$ cat config.mk
export PLATFORM = sky130hd
export DESIGN_NAME = controle_venda_param
export DESIGN_NICKNAME = d
export VERILOG_FILES = /design/src/rtl/controle_venda_param.sv
export SDC_FILE = /design/constraint.sdc
export NUM_CORES = 1
export LEC_CHECK = 0
export CAP_MARGIN = 25
export CORE_ASPECT_RATIO = 0.5
export CORE_MARGIN = 3
export CORE_UTILIZATION = 49
export DETAILED_ROUTE_END_ITERATION = 10
export PLACE_DENSITY = 0.76
export SYNTH_ARGS = -nofsm -noshare
export SYNTH_HDL_FRONTEND = slang
export SYNTH_SLANG_ARGS = --single-unit
$ cat constraint.sdc
create_clock -name clk -period 2.3 [get_ports clk]
set_clock_uncertainty 0.05 [all_clocks]
set_input_delay 0.46 -clock clk [delete_from_list [all_inputs] [get_ports clk]]
set_output_delay 0.46 -clock clk [all_outputs]
set_load 0.02 [all_outputs]
$ cat src/rtl/controle_venda_param.sv
// Vending-machine sale controller: code entry, price lookup, coin credit,
// dispense handshake and change/refund reporting.
module controle_venda_param #(
    parameter int COD_W   = 4,
    parameter int PRECO_W = 8,
    parameter int TIMEOUT = 1000
) (
    input  logic               clk,
    input  logic               rst_n,
    input  logic               codigo_digitado,
    input  logic [COD_W-1:0]   codigo,
    output logic [COD_W-1:0]   codigo_reg,
    input  logic               existe_produto,
    input  logic [PRECO_W-1:0] preco,
    input  logic               moeda_valida,
    input  logic [PRECO_W-1:0] moeda_valor,
    input  logic               cancelar,
    output logic               libera,
    input  logic               libera_ack,
    output logic               troco_valido,
    output logic [PRECO_W:0]   troco_valor,
    output logic               moeda_rejeitada,
    output logic [2:0]         estados
);

    localparam int CRED_W = PRECO_W + 1;
    localparam int TMR_W  = $clog2(TIMEOUT);

    localparam logic [2:0] ESPERA     = 3'b000;
    localparam logic [2:0] PRODUTO    = 3'b001;
    localparam logic [2:0] COMPARADOR = 3'b010;
    localparam logic [2:0] DISPENSA   = 3'b011;
    localparam logic [2:0] TROCO      = 3'b100;

    localparam logic [TMR_W-1:0]  TMR_LAST = TMR_W'(TIMEOUT - 1);
    localparam logic [CRED_W-1:0] CRED_MAX = '1;

    logic [2:0]         state_q, state_d;
    logic [COD_W-1:0]   codigo_reg_q, codigo_reg_d;
    logic [PRECO_W-1:0] preco_reg_q, preco_reg_d;
    logic [CRED_W-1:0]  credit_q, credit_d;
    logic [TMR_W-1:0]   timer_q, timer_d;
    logic               libera_q, libera_d;
    logic               troco_valido_q, troco_valido_d;
    logic [CRED_W-1:0]  troco_valor_q, troco_valor_d;
    logic               moeda_rejeitada_q, moeda_rejeitada_d;

    logic [CRED_W:0]    credit_sum;
    logic [CRED_W-1:0]  credit_add;
    logic [CRED_W-1:0]  preco_ext;
    logic [CRED_W-1:0]  amount;

    // Credit accumulates with saturation so a large coin can never wrap it.
    assign credit_sum = {1'b0, credit_q} + (CRED_W + 1)'(moeda_valor);
    assign credit_add = credit_sum[CRED_W] ? CRED_MAX : credit_sum[CRED_W-1:0];
    assign preco_ext  = {1'b0, preco_reg_q};

    always_comb begin
        state_d      = state_q;
        codigo_reg_d = codigo_reg_q;
        preco_reg_d  = preco_reg_q;
        credit_d     = credit_q;
        timer_d      = timer_q;
        amount       = '0;

        case (state_q)
            ESPERA: begin
                credit_d = '0;
                timer_d  = '0;
                if (codigo_digitado) begin
                    codigo_reg_d = codigo;
                    state_d      = PRODUTO;
                end
            end

            PRODUTO: begin
                timer_d = '0;
                if (existe_produto) begin
                    preco_reg_d = preco;
                    state_d     = COMPARADOR;
                end else begin
                    state_d = ESPERA;
                end
            end

            COMPARADOR: begin
                if (moeda_valida) begin
                    credit_d = credit_add;
                    timer_d  = '0;
                end else begin
                    timer_d = timer_q + TMR_W'(1);
                end

                // Cancel beats everything; a coin in the same cycle still joins the refund.
                if (cancelar) begin
                    state_d = TROCO;
                    amount  = credit_d;
                end else if (credit_q >= preco_ext) begin
                    state_d = DISPENSA;
                end else if (!moeda_valida && timer_q == TMR_LAST) begin
                    state_d = TROCO;
                    amount  = credit_q;
                end
            end

            DISPENSA: begin
                if (libera_ack) begin
                    state_d = TROCO;
                    amount  = credit_q - preco_ext;
                end
            end

            TROCO: begin
                credit_d = '0;
                timer_d  = '0;
                state_d  = ESPERA;
            end

            default: begin
                credit_d = '0;
                timer_d  = '0;
                state_d  = ESPERA;
            end
        endcase
    end

    // Outputs are precomputed from the next state so they line up with estados.
    always_comb begin
        libera_d          = (state_d == DISPENSA);
        troco_valido_d    = (amount != '0);
        troco_valor_d     = amount;
        moeda_rejeitada_d = moeda_valida && (state_q != COMPARADOR);
    end

    always_ff @(posedge clk or negedge rst_n) begin
        if (!rst_n) begin
            state_q           <= ESPERA;
            codigo_reg_q      <= '0;
            preco_reg_q       <= '0;
            credit_q          <= '0;
            timer_q           <= '0;
            libera_q          <= 1'b0;
            troco_valido_q    <= 1'b0;
            troco_valor_q     <= '0;
            moeda_rejeitada_q <= 1'b0;
        end else begin
            state_q           <= state_d;
            codigo_reg_q      <= codigo_reg_d;
            preco_reg_q       <= preco_reg_d;
            credit_q          <= credit_d;
            timer_q           <= timer_d;
            libera_q          <= libera_d;
            troco_valido_q    <= troco_valido_d;
            troco_valor_q     <= troco_valor_d;
            moeda_rejeitada_q <= moeda_rejeitada_d;
        end
    end

    assign estados         = state_q;
    assign codigo_reg      = codigo_reg_q;
    assign libera          = libera_q;
    assign troco_valido    = troco_valido_q;
    assign troco_valor     = troco_valor_q;
    assign moeda_rejeitada = moeda_rejeitada_q;

endmodule

==> run summary <==
1st-pass router iterations - 5
Status - complete, but fails checks
Clock Latency Late Sink - 300 ps
H-tree depth - 2
Tmin final - 2495 ps
Initial Util - 0.5328
Synth warnings - 0
Post-synth cell types - 65
Launch point of the worst path - credit_q[0]
Yosys top cell by area - dfrtp_1
Largest net degree at the start of global routing - 47
Kind of critical path - flop to flop
R2r worst-path depth - 10
Final wirelength - 10870 um
Post-Synth XOR/XNOR Area - 0.02571
Total Power - 0.005558 W
Critical Path Sink Type - flop
Failing checks - negative setup slack
Final Hold Viols - 0
Dominant cells by area after synthesis - dfrtp_1 (38%), ha_1 (6.9%), o21ai_0 (6.0%)
Largest register FFs - 10
Post-Syn Instances - 350
Synth Area in Compound Gates - 0.2233
Largest family of logic cells by synthesized area - simple AND/OR/NAND/NOR gates
Gr busiest metal - met2
Cell Area, Synth - 3065 um2
Ports - 46
Clk sinks - 46
Vias/cell - 5.968
Actual slew at the worst max-slew pin - 606.9 ps
Seq/Total Area, Yosys - 0.3755
Initial antenna violation count - 0
Synthesis-stage register bit count - 46
Largest Register - timer_q
Worst IR drop on VDD - 0.0008898 V
Syn nets - 396
Max-Cap Viols - 0
Post-Synth Simple-Gate Area - 0.2392
Total Routing Usage GR - 0.2767
Met2 Track Usage GR - 0.4592
Max Fanout on Critical Path - 3
Final Wtd Congestion - 0.9525
# DRC - 0
Async set-reset flop share out of synthesis - 1.000
Commonest cells post-synth - dfrtp_1 (46), nand2_1 (46), o21ai_0 (37)
Wire per inst - 19.24 um
Area grow syn2layout - 54.82%
Core Area - 5753 um2
ANT nets after route - 0
Total gr overflow - 0
First-pass GRT wire length - 15550 um
CTS Root Cell - clkbuf_16
Die area - 7299 um2
Worst Hold Slack - 207.6 ps
CTS tree - yes
Worst setup path end - troco_valido
Pins Over Slew Limit - 0
Worst reg2reg startpoint - credit_q[0]
Slew headroom - 0.5954
Number of flops mapped to enable cells by yosys - 0
Leakage - 2.146 nW
Unrepaired setup endpoints after global routing - true
Dominant synthesized flop cell - dfrtp_1
Layout cells sized above 1 - 0.3451
P per Cell Area - 1171 nW/um2
DIE WIDTH - 117.9 um
Syn Area/Cell - 8.758 um2
CP Launch Type - flop
Vias in the first global route - 3053
WP data required - 2420 ps
Fin nets - 526
Worst hold path type - primary input to asynchronous set/reset pin
Mux cell area share after synthesis - 0.02490
R2r endpoint - troco_valido
GR Util met1 - 0.3812
Row count - 19
Via count - 3372
Clock Path Buffers - 2
Final WS setup - -195.2 ps
R2r setup slk - -200 ps
Port Buffers - 45
Pre-CTS setup slack - -665.2 ps
Top-area cell type share of the netlist area - 0.3755
DP Wirelength - 7446 um
Adder-Cell Fraction of Synth Area - 0.08245
Ant. Diodes - 0
Fmax - 400.8 MHz
DRC marker count from the first detailed-route iteration - 342
Critical path arrival - 2610 ps
CTS Buf Count - 5
Final setup fails - 8
Met3 Use GR - 0.05606
Clock transition at the registers of the reported paths - 70 ps
Tcrit/Tclk final - 1.085
Chip Height - 61.93 um
Finished Layout Cells - 565
Dpl cells - 546
==> metrics by stage <==
step,utilization,cell area [um2],setup TNS [ps]
2_1_floorplan,-,3090,-12.43
3_3_place_gp,0.7238,4164,-6099
3_5_place_dp,0.7238,4164,-7034
4_1_cts,0.7738,4452,-403.2
5_1_grt,0.8249,4746,-1251
6_report,0.8249,4746,-695.8
==> report_power, final <==
part	internal, W	switching (W)
clock network	0.000404	0.000323
registers	0.00102	0.000216
logic	0.00181	0.00179
==> cell usage in the layout (no fill, tap or decap), drive strengths merged, types with 4 or more instances in the layout <==
master         instances
a21oi                 23
clkbuf                 6
nor2b                  5
nand3                 11
buf                   86
a211o                  5
nand2b                 8
o211ai                 4
and2                   4
nor3                   6
nor2                  35
a21o                   4
and3                   6
inv                   15
mux2                   5
or2                    4
nand2                 47
o21ai                 38
o22ai                  4
clkdlybuf4s50         38
ha                    17
dlygate4sd2            5
xnor2                  7
dfrtp                 46
==> metal layers <==
layer | routed length, um | share of wire
met5 | 0 | 0
met4 | 244 | 0.022
met3 | 1030 | 0.095
met2 | 4941 | 0.45
met1 | 4653 | 0.43
==> worst max-delay path, stage by stage, from the launching register on <==
cell and delay [ps]:
dfrtp_1 380, inv_1 80, ha_1 210, fa_1 400
nand2b_4 180, a211oi_2 300, or3_4 180, nand4_1 110
nor3_2 170, o221a_1 220, nand4b_1 100
==> final cells by class <==
cell class,instances,area (um2)
Timing Repair Buffer,130,1119
Fill cell,355,1007
Inverter,15,56.30
Tap cell,84,105.1
Clock inverter,2,13.76
Sequential cell,46,1156
Clock buffer,6,128.9
Multi-Input combinational cell,282,2167
==> cells by family after synthesis <==
group | after synthesis
adders and majority gates | 19
muxes | 7
and+or+nand+nor | 144
AOI/OAI and AO/OA | 103
xor gates and xnor gates | 9
DFF | 46
buffers and inverters | 22
==> repair_timing <==
action,CTS,global route
resized for setup,30,42
pin swaps,18,32
hold buffers,0,0
setup buffers,5,9
setup endpoints to repair,12,11
gates cloned,0,0
==> how the worst min path moves through the flow <==
stage,to,cells past startpoint
detailed placement,codigo_reg[3],1
finish,timer_q[1],2
global placement,codigo_reg[3],1
floorplan,codigo_reg[0],0
CTS,credit_q[6],2
global route,timer_q[1],2
No activity file was read; power rests on OpenSTA's default activity.
